==> config.mk <==
export PLATFORM = sky130hd
export DESIGN_NAME = filt_oup_quant
export DESIGN_NICKNAME = d
export VERILOG_FILES = /design/src/rtl/filt_oup_quant_pkg.sv /design/src/rtl/filt_oup_quant_sat.sv /design/src/rtl/filt_oup_quant.sv
export SDC_FILE = /design/constraint.sdc
export NUM_CORES = 1
export LEC_CHECK = 0
export CAP_MARGIN = 20
export CELL_PAD_IN_SITES_DETAIL_PLACEMENT = 0
export CELL_PAD_IN_SITES_GLOBAL_PLACEMENT = 1
export CORE_MARGIN = 3
export CORE_UTILIZATION = 38
export CTS_CLUSTER_SIZE = 12
export DETAILED_ROUTE_END_ITERATION = 8
export GPL_TIMING_DRIVEN = 0
export PLACE_DENSITY = 0.77
export REMOVE_ABC_BUFFERS = 1
export SYNTH_ARGS = -nofsm -noshare
export SYNTH_HDL_FRONTEND = slang
export SYNTH_HIERARCHICAL = 1
export SYNTH_SLANG_ARGS = --single-unit
==> constraint.sdc <==
create_clock -name i_clk -period 1.8 [get_ports i_clk]
set_input_delay 0.27 -clock i_clk [delete_from_list [all_inputs] [get_ports i_clk]]
set_output_delay 0.27 -clock i_clk [all_outputs]
set_load 0.02 [all_outputs]
==> src/rtl/filt_oup_quant_pkg.sv <==
// Shared arithmetic helpers for the filt_* output stages: rounding, saturation
// and the decimation phase-counter width.
package filt_pkg;

    localparam int FILT_CALC_W = 64;

    typedef logic signed [FILT_CALC_W-1:0] filt_calc_t;

    // A counter for n phases needs at least one bit, even when n is 1.
    function automatic int f_phase_w(input int n);
        return (n <= 1) ? 1 : $clog2(n);
    endfunction

    function automatic filt_calc_t f_rnd(input filt_calc_t value, input int frac, input bit mode);
        filt_calc_t v;
        v = value;
        if (mode && (frac > 0)) begin
            v = v + (filt_calc_t'(1) <<< (frac - 1));
        end
        return v >>> frac;
    endfunction

    function automatic filt_calc_t f_sat(input filt_calc_t value, input int width);
        filt_calc_t hi;
        filt_calc_t lo;
        hi = (filt_calc_t'(1) <<< (width - 1)) - filt_calc_t'(1);
        lo = -(filt_calc_t'(1) <<< (width - 1));
        if (value > hi) begin
            return hi;
        end else if (value < lo) begin
            return lo;
        end
        return value;
    endfunction

endpackage

==> src/rtl/filt_oup_quant_sat.sv <==
// Combinational signed saturator with a clip indication; shared by filt_* outputs.
module filt_sat
    import filt_pkg::*;
#(
    parameter int gp_inp_width = 17,
    parameter int gp_oup_width = 16
) (
    input  logic signed [gp_inp_width-1:0] i_data,
    output logic signed [gp_oup_width-1:0] o_data,
    output logic                           o_clip
);

    filt_calc_t ext;
    filt_calc_t sat;

    always_comb begin
        ext    = filt_calc_t'(i_data);
        sat    = f_sat(ext, gp_oup_width);
        o_data = gp_oup_width'(sat);
        o_clip = (sat != ext);
    end

endmodule

==> src/rtl/filt_oup_quant.sv <==
// Output stage after filt_mac: strobe edge detect, decimation, round then
// saturate over two pipeline stages, with a sticky clip flag.
module filt_oup_quant
    import filt_pkg::*;
#(
    parameter int gp_inp_width  = 24,
    parameter int gp_oup_width  = 16,
    parameter int gp_frac_bits  = 8,
    parameter int gp_dec_factor = 1,
    parameter int gp_rnd_mode   = 1
) (
    input  logic                           i_clk,
    input  logic                           i_rst_an,
    input  logic                           i_ena,
    input  logic signed [gp_inp_width-1:0] i_data,
    input  logic                           i_done,
    input  logic                           i_sat_clr,
    output logic signed [gp_oup_width-1:0] o_data,
    output logic                           o_valid,
    output logic                           o_sat
);

    localparam int R1_W = gp_inp_width + 1 - gp_frac_bits;
    localparam int PH_W = f_phase_w(gp_dec_factor);
    localparam logic [PH_W-1:0] PH_LAST = PH_W'(gp_dec_factor - 1);

    if (gp_inp_width - gp_frac_bits < gp_oup_width) begin : g_bad_width
        $error("filt_oup_quant: gp_inp_width - gp_frac_bits must be >= gp_oup_width");
    end
    if (gp_dec_factor < 1) begin : g_bad_dec
        $error("filt_oup_quant: gp_dec_factor must be >= 1");
    end

    logic                           done_q;
    logic [PH_W-1:0]                phase_q;
    logic [PH_W-1:0]                phase_d;
    logic                           stb;
    logic                           accept;
    logic signed [R1_W-1:0]         r1_d;
    logic signed [R1_W-1:0]         r1_p1_q;
    logic                           vld_p1_q;
    logic signed [gp_oup_width-1:0] sat_data;
    logic                           sat_clip;
    logic signed [gp_oup_width-1:0] o_data_q;
    logic                           o_valid_q;
    logic                           o_sat_q;
    logic                           o_sat_d;

    always_comb begin
        stb     = i_done & ~done_q & i_ena;
        accept  = stb & (phase_q == '0);
        phase_d = phase_q;
        if (stb) begin
            phase_d = (phase_q == PH_LAST) ? '0 : phase_q + 1'b1;
        end
        // One extra MSB keeps the +half add from wrapping at full scale.
        r1_d    = R1_W'(f_rnd(filt_calc_t'(i_data), gp_frac_bits, gp_rnd_mode != 0));
        // A clip in the same cycle as a clear wins.
        o_sat_d = (vld_p1_q & sat_clip) | (o_sat_q & ~i_sat_clr);
    end

    filt_sat #(
        .gp_inp_width(R1_W),
        .gp_oup_width(gp_oup_width)
    ) u_sat (
        .i_data(r1_p1_q),
        .o_data(sat_data),
        .o_clip(sat_clip)
    );

    always_ff @(posedge i_clk or negedge i_rst_an) begin
        if (!i_rst_an) begin
            done_q    <= 1'b0;
            phase_q   <= '0;
            vld_p1_q  <= 1'b0;
            o_valid_q <= 1'b0;
            o_sat_q   <= 1'b0;
            o_data_q  <= '0;
        end else begin
            done_q    <= i_done;
            phase_q   <= phase_d;
            // stage 1 -> stage 2 boundary
            vld_p1_q  <= accept;
            o_valid_q <= vld_p1_q;
            o_sat_q   <= o_sat_d;
            if (vld_p1_q) begin
                o_data_q <= sat_data;
            end
        end
    end

    always_ff @(posedge i_clk) begin
        if (accept) begin
            r1_p1_q <= r1_d;
        end
    end

    assign o_data  = o_data_q;
    assign o_valid = o_valid_q;
    assign o_sat   = o_sat_q;

endmodule
======== After elaboration in Yosys (flattened, before gate mapping) ========
Index checks and enable logic that the tools add are counted.
storage, ports and cells
  input port bits ......................... 29
  flip-flop bits (word level) ............. 38
  output and inout bits ................... 18
operators by class
  $add $sub $neg .......................... 2
  bitwise operators ....................... 9
  $lt $le $gt $ge ......................... 2
  equal/unequal tests ..................... 1
  mux-type cells .......................... 6
operators with widths
  operator               count
  $mux 64                3
  $ne 64x17->1           1
  $add 24x9->25 const B  1
  $gt 17x16->1 const B   1
  $lt 17x16->1 const B   1
  $and 1x1->1            5
  $mux 1                 3
  $not 1->1              3
  $add 1x1->1 const B    1
  $or 1x1->1             1

======== Logic depth before layout (Yosys ltp) ========
Gate-level depths: netlist of run 1.
  word-level depth ........................ 7
  mapped depth ............................ 4
  mapped depth without buffers ............ 4

======== By module ========
Netlist of run 1, hierarchy kept.
modules (own cells, without submodules)
  module          area an instance (um^2)  seq. area each (um^2)  cells an instance  times used
  filt_oup_quant  1537.7                   1011.0                 105                1
  filt_sat        177.7                    0.0                    21                 1

======== Least setup slack after synthesis of run 1 ========
OpenSTA, ideal clock, no wires.
  path kind ............................... reg2reg
  from .................................... reg done_q
  to ...................................... reg r1_p1_q[0] (enable)
  arrival time ............................ 1121 ps
  setup time .............................. 392 ps
  path slack .............................. 287 ps
  period minus slack after synthesis ...... 1513 ps
  buffers on the path ..................... 0
  cell stages (with the launch flop) ...... 2
  path through ............................ dfrtp_1 > nor2_1
between the ends
  cells in the longest elaborated chain, start to end .. 4
RTL lines
  item                       RTL line              RTL
  start, declared            filt_oup_quant.sv:34  logic done_q;
  start signal, assigned     filt_oup_quant.sv:80  done_q <= i_done;
  $not 1->1                  filt_oup_quant.sv:50  stb = i_done & ~done_q & i_ena;
  $and 1x1->1 (2 in series)  filt_oup_quant.sv:50
  $and 1x1->1                filt_oup_quant.sv:51  accept = stb & (phase_q == '0);
  via accept                 filt_oup_quant.sv:38  logic accept;
  end signal, assigned       filt_oup_quant.sv:94  r1_p1_q <= r1_d;
  end, declared              filt_oup_quant.sv:40  logic signed [R1_W-1:0] r1_p1_q;
The timed path passes the listed nets, and every way through them passes these cells.
A chain may end at the register's enable or synchronous reset.

======== Final worst setup path of run 1 ========
  from .................................... in i_data[7]
  to ...................................... reg r1_p1_q[13], data pin
between the ends
  cells in the longest elaborated chain, start to end .. 1
RTL lines
  item             RTL line                  RTL
  start, declared  filt_oup_quant.sv:15      input logic signed [gp_inp_width-1:0] i_data,
  $add 24x9->25    filt_oup_quant_pkg.sv:18  v = v + (filt_calc_t'(1) <<< (frac - 1));
  via r1_d[13]     filt_oup_quant.sv:39      logic signed [R1_W-1:0] r1_d;
The timed path passes the listed nets, and every way through them passes these cells.

==> results of run 1 <==
-- through the flow --
stage               TNS (ns)  cells
floorplan                  0    121
global placement       -8.87    210
detailed placement     -2.24    211
CTS                        0    219
global route          -0.112    219
finish                     0    219
-- path summary, 6_finish.rpt --
path | cells past startpoint | endpoint | slack (ns) | startpoint
setup / recovery | 5 | r1_p1_q[13] | 0.05 | i_data[7]
max in group asynchronous | 1 | o_data[5] | 0.73 | i_rst_an
hold / removal | 1 | done_q | 0.48 | i_done
setup reg to reg | 2 | r1_p1_q[7] | 0.38 | done_q
hold reg to reg | 1 | o_data[13] | 0.51 | o_data[13]
min in group asynchronous | 1 | o_data[14] | 0.51 | i_rst_an
-- registers in the layout, indices dropped and copies added (netlist names) --
signal,flops
done_q,1
o_data,16
o_sat,1
o_valid,1
r1_p1_q,17
vld_p1_q,1
-- routing by layer --
| layer | wire, um | up-vias |
|---|---|---|
| met5 | 0 | - |
| met4 | 51 | 0 |
| met3 | 116 | 4 |
| met2 | 1640 | 25 |
| met1 | 1340 | 540 |
| li1 | - | 534 |
-- critical path, delay by kind of cell --
| family | cells | cell delay [ns] |
|---|---|---|
| xor+xnor | 1 | 0.11 |
| fa+ha+maj | 1 | 0.23 |
| buf+inv | 1 | 0.56 |
| simple gates | 2 | 0.60 |
-- placed cells by master, fill, tap and decap left out, drive strengths merged --
cell type and count:
xor2 11, clkbuf 6, nand4 4, or3 1, nand3 4, ha 1, dfrtp 20, clkinv 2
nor2 4, nor4 6, clkdlybuf4s50 39, mux2 16, o31a 1, inv 5, nor2b 1, a21o 15
nor3 2, xnor2 5, nand2b 1, o21ai 1, nand2 6, buf 1, edfxtp 17
-- kinds of logic after synthesis --
kind of cell,synth area share [%]
fa+ha+maj,0.729
buf+inv,2.92
mux,10.5
compound gates,7.73
flops,58.9
simple gates,11.0
xor+xnor,8.17
-- area by class of cell --
cell class	instances	share of cell area (%)
Multi-Input combinational cell	79	29.5
Inverter	5	0.839
Tap cell	50	2.80
Sequential cell	37	45.2
Clock buffer	6	3.24
Timing Repair Buffer	40	18.0
Clock inverter	2	0.447
-- where the power goes --
| group | internal, uW | switching, uW | leakage, uW |
|---|---|---|---|
| registers | 969 | 42.0 | 0.000395 |
| logic | 233 | 192 | 0.000461 |
| clock network | 268 | 272 | 0.0000450 |
| total | 1470 | 506 | 0.000901 |
==> flow_summary_export.csv, run 1 <==
group,metric,value,unit
synthesis,synthesis.area,0.00172,mm2
global_route,track_usage,13.4,%
route,drtPass1Iterations,4,
global_route,grt_antenna_before_repair,0,
timing,setup_violations,0,
synthesis,netlist_instances,126,
global_route,use_met2,22.5,%
placed_design,io_buffers,39,
synthesis,synth_top_area_share,29.8,%
die,die_w,73.2,um
die,io-pin-count,47,
critical_path,path_cells,"clkdlybuf4s50_1 -> ha_1 -> nand3_1 -> nor4_1 -> xor2_1",
synthesis,synthFlopType,"dfrtp_1",
timing,rsz0062_at_grt,"true",
timing,fmax,572,MHz
die,core,0.00417,mm2
clock_tree,cts_resized,0,
route,routed_via_density,5.04,
synthesis,synth_most_common_cell,"dfrtp_1",
route,drt_iter0_drc,33,
route,ant_nets,0,
finish,multiInputGateArea,661,um2
clock_tree,cts_tree,"built",
min_path,hold_path_class,"input port to flop",
route,vias,1103,
placed_design,place_hpwl,2370,um
clock_tree,cts_root_buf,"clkbuf_8",
route,wl_per_cell,14.4,um
critical_path,endpoint_kind,"flop",
power_and_ir_drop,finalPower,1980,uW
critical_path,cp_data_required_time,1.82,ns
timing,min_period,1.75,ns
clock_tree,postCtsHoldBufs,0,
timing,finalHoldViolCount,0,
placed_design,place_ws,-0.227,ns
timing,hold_slack,0.475,ns
die,start_util,41.1,%
timing,layout_setup_ws,0.0518,ns
clock_tree,clk_path_buf_depth,2,
power_and_ir_drop,powerDensity,883,mW/mm2
finish,syn_to_final_growth,30.4,%
synthesis,ys_ff_latch,37,
synthesis,synth-async-reset-ratio,54.1,%
finish,postLayoutCellArea,0.00224,mm2
critical_path,criticalPathCategory,"input port to flop",
die,die_y,73.2,um
placed_design,placed_area,0.00215,mm2
power_and_ir_drop,peakVddDrop,0.000278,V
synthesis,yosys-top-cells-count,"dfrtp_1, edfxtp_1, mux2_2, xor2_1, a21o_1",
die,die_area,0.00536,mm2
global_route,grt-busiest-layer,"met2",
clock_tree,clk_latency,0.28,ns
timing,final_max_slew_viol_count,0,
route,wirelength,3150,um
job,cap_violations,0,
critical_path,cp.arrival,1.77,ns
global_route,grt_pass1_wl,5340,um
critical_path,crit_slowest_cell,"clkdlybuf4s50_1",
power_and_ir_drop,leakage,0.000901,uW
timing,worst_pin_slew,0.918,ns
finish,final_nets,198,
synthesis,synth-warning-count,6,
synthesis,yosysUniqueCellTypes,26,
clock_tree,h-tree-depth,2,
timing,fin_crit_sh,97.1,%
timing,slew_headroom,38.6,%
clock_tree,clk_pin_slew,0.07,ns
critical_path,startpoint_type,"input port",
timing,clock_skew,0.00442,ns
global_route,use_met3,3.31,%
status,status,"finished, final reports clean",
synthesis,syn_avg_cell_area,13.6,um2
finish,seq_area,0.00101,mm2
route,route.detailed.drc,0,
synthesis,yosysTopAreaCell,"edfxtp_1",
die,rows,23,
finish,antennaDiodeCount,0,
clock_tree,post_cts_buffers,0,
finish,post-route-util,53.6,%
placed_design,place.gp.congestion,0.824,
clock_tree,cts_sinks,37,
clock_tree,cts_buffers,5,
critical_path,crit_fanout,6,
finish,fillers,356,
finish,drive_above_1_share,20.7,%
critical_path,crit_path_max_incr_delay,0.56,ns
global_route,grt.overflow.total,0,
global_route,use_met1,15.5,%
synthesis,synth_seq_area_share,58.9,%
synthesis,synth_area_leaders,"edfxtp_1, dfrtp_1, mux2_2",
global_route,grt_max_degree,21,
synthesis,synth_edf_count,17,
global_route,grt_pass1_vias,1150,
No activity file was read; power rests on OpenSTA's default activity.
==> run 2, diff against run 1 <==
--- a/config.mk
+++ b/config.mk
@@ -8,6 +8,7 @@
 export CAP_MARGIN = 20
 export CELL_PAD_IN_SITES_DETAIL_PLACEMENT = 0
 export CELL_PAD_IN_SITES_GLOBAL_PLACEMENT = 1
+export CORE_ASPECT_RATIO = 1.5
 export CORE_MARGIN = 3
 export CORE_UTILIZATION = 38
 export CTS_CLUSTER_SIZE = 12
==> run 2 against run 1 <==
Compared with the run above:
- critical path depth down 1
- sequential share of layout area down 0.33 points
- routed wire length down 7.4%
- count of clock-buffer cells in the layout up 2
- global-route usage down 1.2 points
- largest power group unchanged
- total power up 1.2%
- sequential power about the same
- critical endpoint is now r1_p1_q[16]
- worst hold slack worse by 0.0014 ns
- register-to-register slack better by 0.10 ns
- flip-flop and latch count unchanged
- clock power up 4%
- maximum frequency down 1.6%
==> flow_summary_export.csv, run 2 (same netlist as run 1, synthesis figures left out) <==
group,metric,value,unit
status,status,"finished, final reports clean",
global_route,grt-busiest-layer,"met2",
clock_tree,clk_pin_slew,0.07,ns
clock_tree,post_cts_buffers,0,
finish,drive_above_1_share,21.9,%
finish,fillers,386,
timing,slew_headroom,40.9,%
job,cap_violations,0,
finish,antennaDiodeCount,0,
route,vias,1055,
timing,layout_setup_ws,0.0233,ns
global_route,grt_pass1_wl,4920,um
clock_tree,clk_latency,0.27,ns
finish,syn_to_final_growth,31.4,%
placed_design,place.gp.congestion,0.770,
clock_tree,clk_path_buf_depth,2,
finish,seq_area,0.00101,mm2
global_route,use_met1,14.1,%
finish,top_register,"r1_p1_q",
clock_tree,cts_resized,0,
finish,multiInputGateArea,678,um2
finish,mostFrequentLayoutCells,"clkdlybuf4s50_1, dfrtp_1, edfxtp_1",
route,drtPass1Iterations,4,
timing,clock_skew,0.00871,ns
min_path,hold_path_class,"input port to flop",
critical_path,r2r-start,"vld_p1_q",
die,io-pin-count,47,
global_route,grt_max_degree,21,
finish,post-route-util,52.6,%
route,routed_via_density,4.91,
die,die_y,88.3,um
die,die_w,60.9,um
clock_tree,cts_buffers,5,
timing,fin_crit_sh,98.7,%
clock_tree,cts_tree,"built",
route,ant_nets,0,
global_route,grt_antenna_before_repair,0,
timing,finalHoldViolCount,0,
clock_tree,cts_root_buf,"clkbuf_8",
critical_path,criticalPathCategory,"input port to flop",
finish,largest_reg_flops,17,
placed_design,place_hpwl,2240,um
critical_path,reg2reg_to,"o_data[1]",
critical_path,cp_data_required_time,1.82,ns
global_route,grt.overflow.total,0,
global_route,track_usage,12.2,%
route,wl_per_cell,13.6,um
clock_tree,postCtsHoldBufs,0,
die,rows,29,
global_route,use_met2,21.1,%
clock_tree,h-tree-depth,2,
timing,worst_pin_slew,0.884,ns
critical_path,startpoint_type,"input port",
min_path,min_to,"done_q",
global_route,grt_pass1_vias,1104,
critical_path,regToRegSetupSlack,0.48,ns
clock_tree,cts_sinks,37,
route,drt_iter0_drc,29,
critical_path,endpoint_kind,"flop",
min_path,holdPathStages,1,
power_and_ir_drop,peakVddDrop,0.000340,V
power_and_ir_drop,powerDensity,888,mW/mm2
die,start_util,40.1,%
min_path,worstHoldStart,"i_done",
route,route.detailed.drc,0,
critical_path,cp.arrival,1.80,ns
critical_path,r2r_cells,1,
timing,setup_violations,0,
die,core,0.00428,mm2
placed_design,io_buffers,39,
timing,fmax,563,MHz
power_and_ir_drop,leakage,0.000902,uW
finish,final_common_cell,"clkdlybuf4s50_1",
finish,final_nets,198,
route,wirelength,2910,um
timing,min_period,1.78,ns
placed_design,place_ws,-0.216,ns
timing,final_max_slew_viol_count,0,
die,die_area,0.00537,mm2
global_route,use_met3,2.63,%
critical_path,crit_fanout,6,
run 2: cell count changes in the layout (fill, tap and decap cells not counted):
cell      delta
buf_6        -1
clkbuf_8     +1
nand3_2      +1
clkbuf_1     +1
nand3_1      -1
nor4_2       +2
nor4_1       -2
buf_4        +1
clkinv_2     -2
run 2: area by class of cell:
| type | count | share of cell area, % |
|---|---|---|
| Multi-Input combinational cell | 79 | 30.1 |
| Tap cell | 46 | 2.55 |
| Clock buffer | 8 | 4.00 |
| Timing Repair Buffer | 40 | 17.7 |
| Sequential cell | 37 | 44.9 |
| Inverter | 5 | 0.833 |
run 2: per-layer routing:
metal / wire (um) / part of all wire [%]
met5: 0 / 0
met4: 32 / 1.1
met3: 129 / 4.4
met2: 1610 / 55
met1: 1140 / 39
run 2: worst max path at each step:
stage / start / to / slack [ns] / cells past startpoint
after floorplan: done_q / r1_p1_q[0] / 0.29 / 1
after global placement: i_done / r1_p1_q[0] / -0.34 / 3
after detailed placement: i_data[7] / r1_p1_q[13] / -0.22 / 5
after CTS: i_data[7] / r1_p1_q[9] / 0.07 / 5
after global routing: i_data[14] / r1_p1_q[16] / -0.008 / 4
final: i_data[14] / r1_p1_q[16] / 0.02 / 4
run 2: power by group:
group	internal [uW]	switching (uW)	total, uW
Clock	312	248	560
Combinational	233	195	427
Sequential	970	42.9	1010
Total	1510	486	2000
run 2: per-stage QoR:
| step | hold slack (ns) | power [uW] | setup TNS [ns] | cell area (um2) | std cells |
|---|---|---|---|---|---|
| global placement | 0.490 | 1440 | -6.77 | 2130 | 206 |
| global route | 0.458 | 2120 | -0.00751 | 2250 | 215 |
| detailed placement | 0.497 | 1460 | -1.16 | 2140 | 207 |
| CTS | 0.467 | 2030 | 0 | 2230 | 215 |
| floorplan | -0.0256 | 1220 | 0 | 1680 | 121 |
| finish | 0.474 | 2000 | 0 | 2250 | 215 |
run 2: critical path, cell delays in order:
cell             delay (ns)
clkdlybuf4s50_1        0.54
nand4_1                0.30
or3_4                  0.43
o31a_1                 0.26
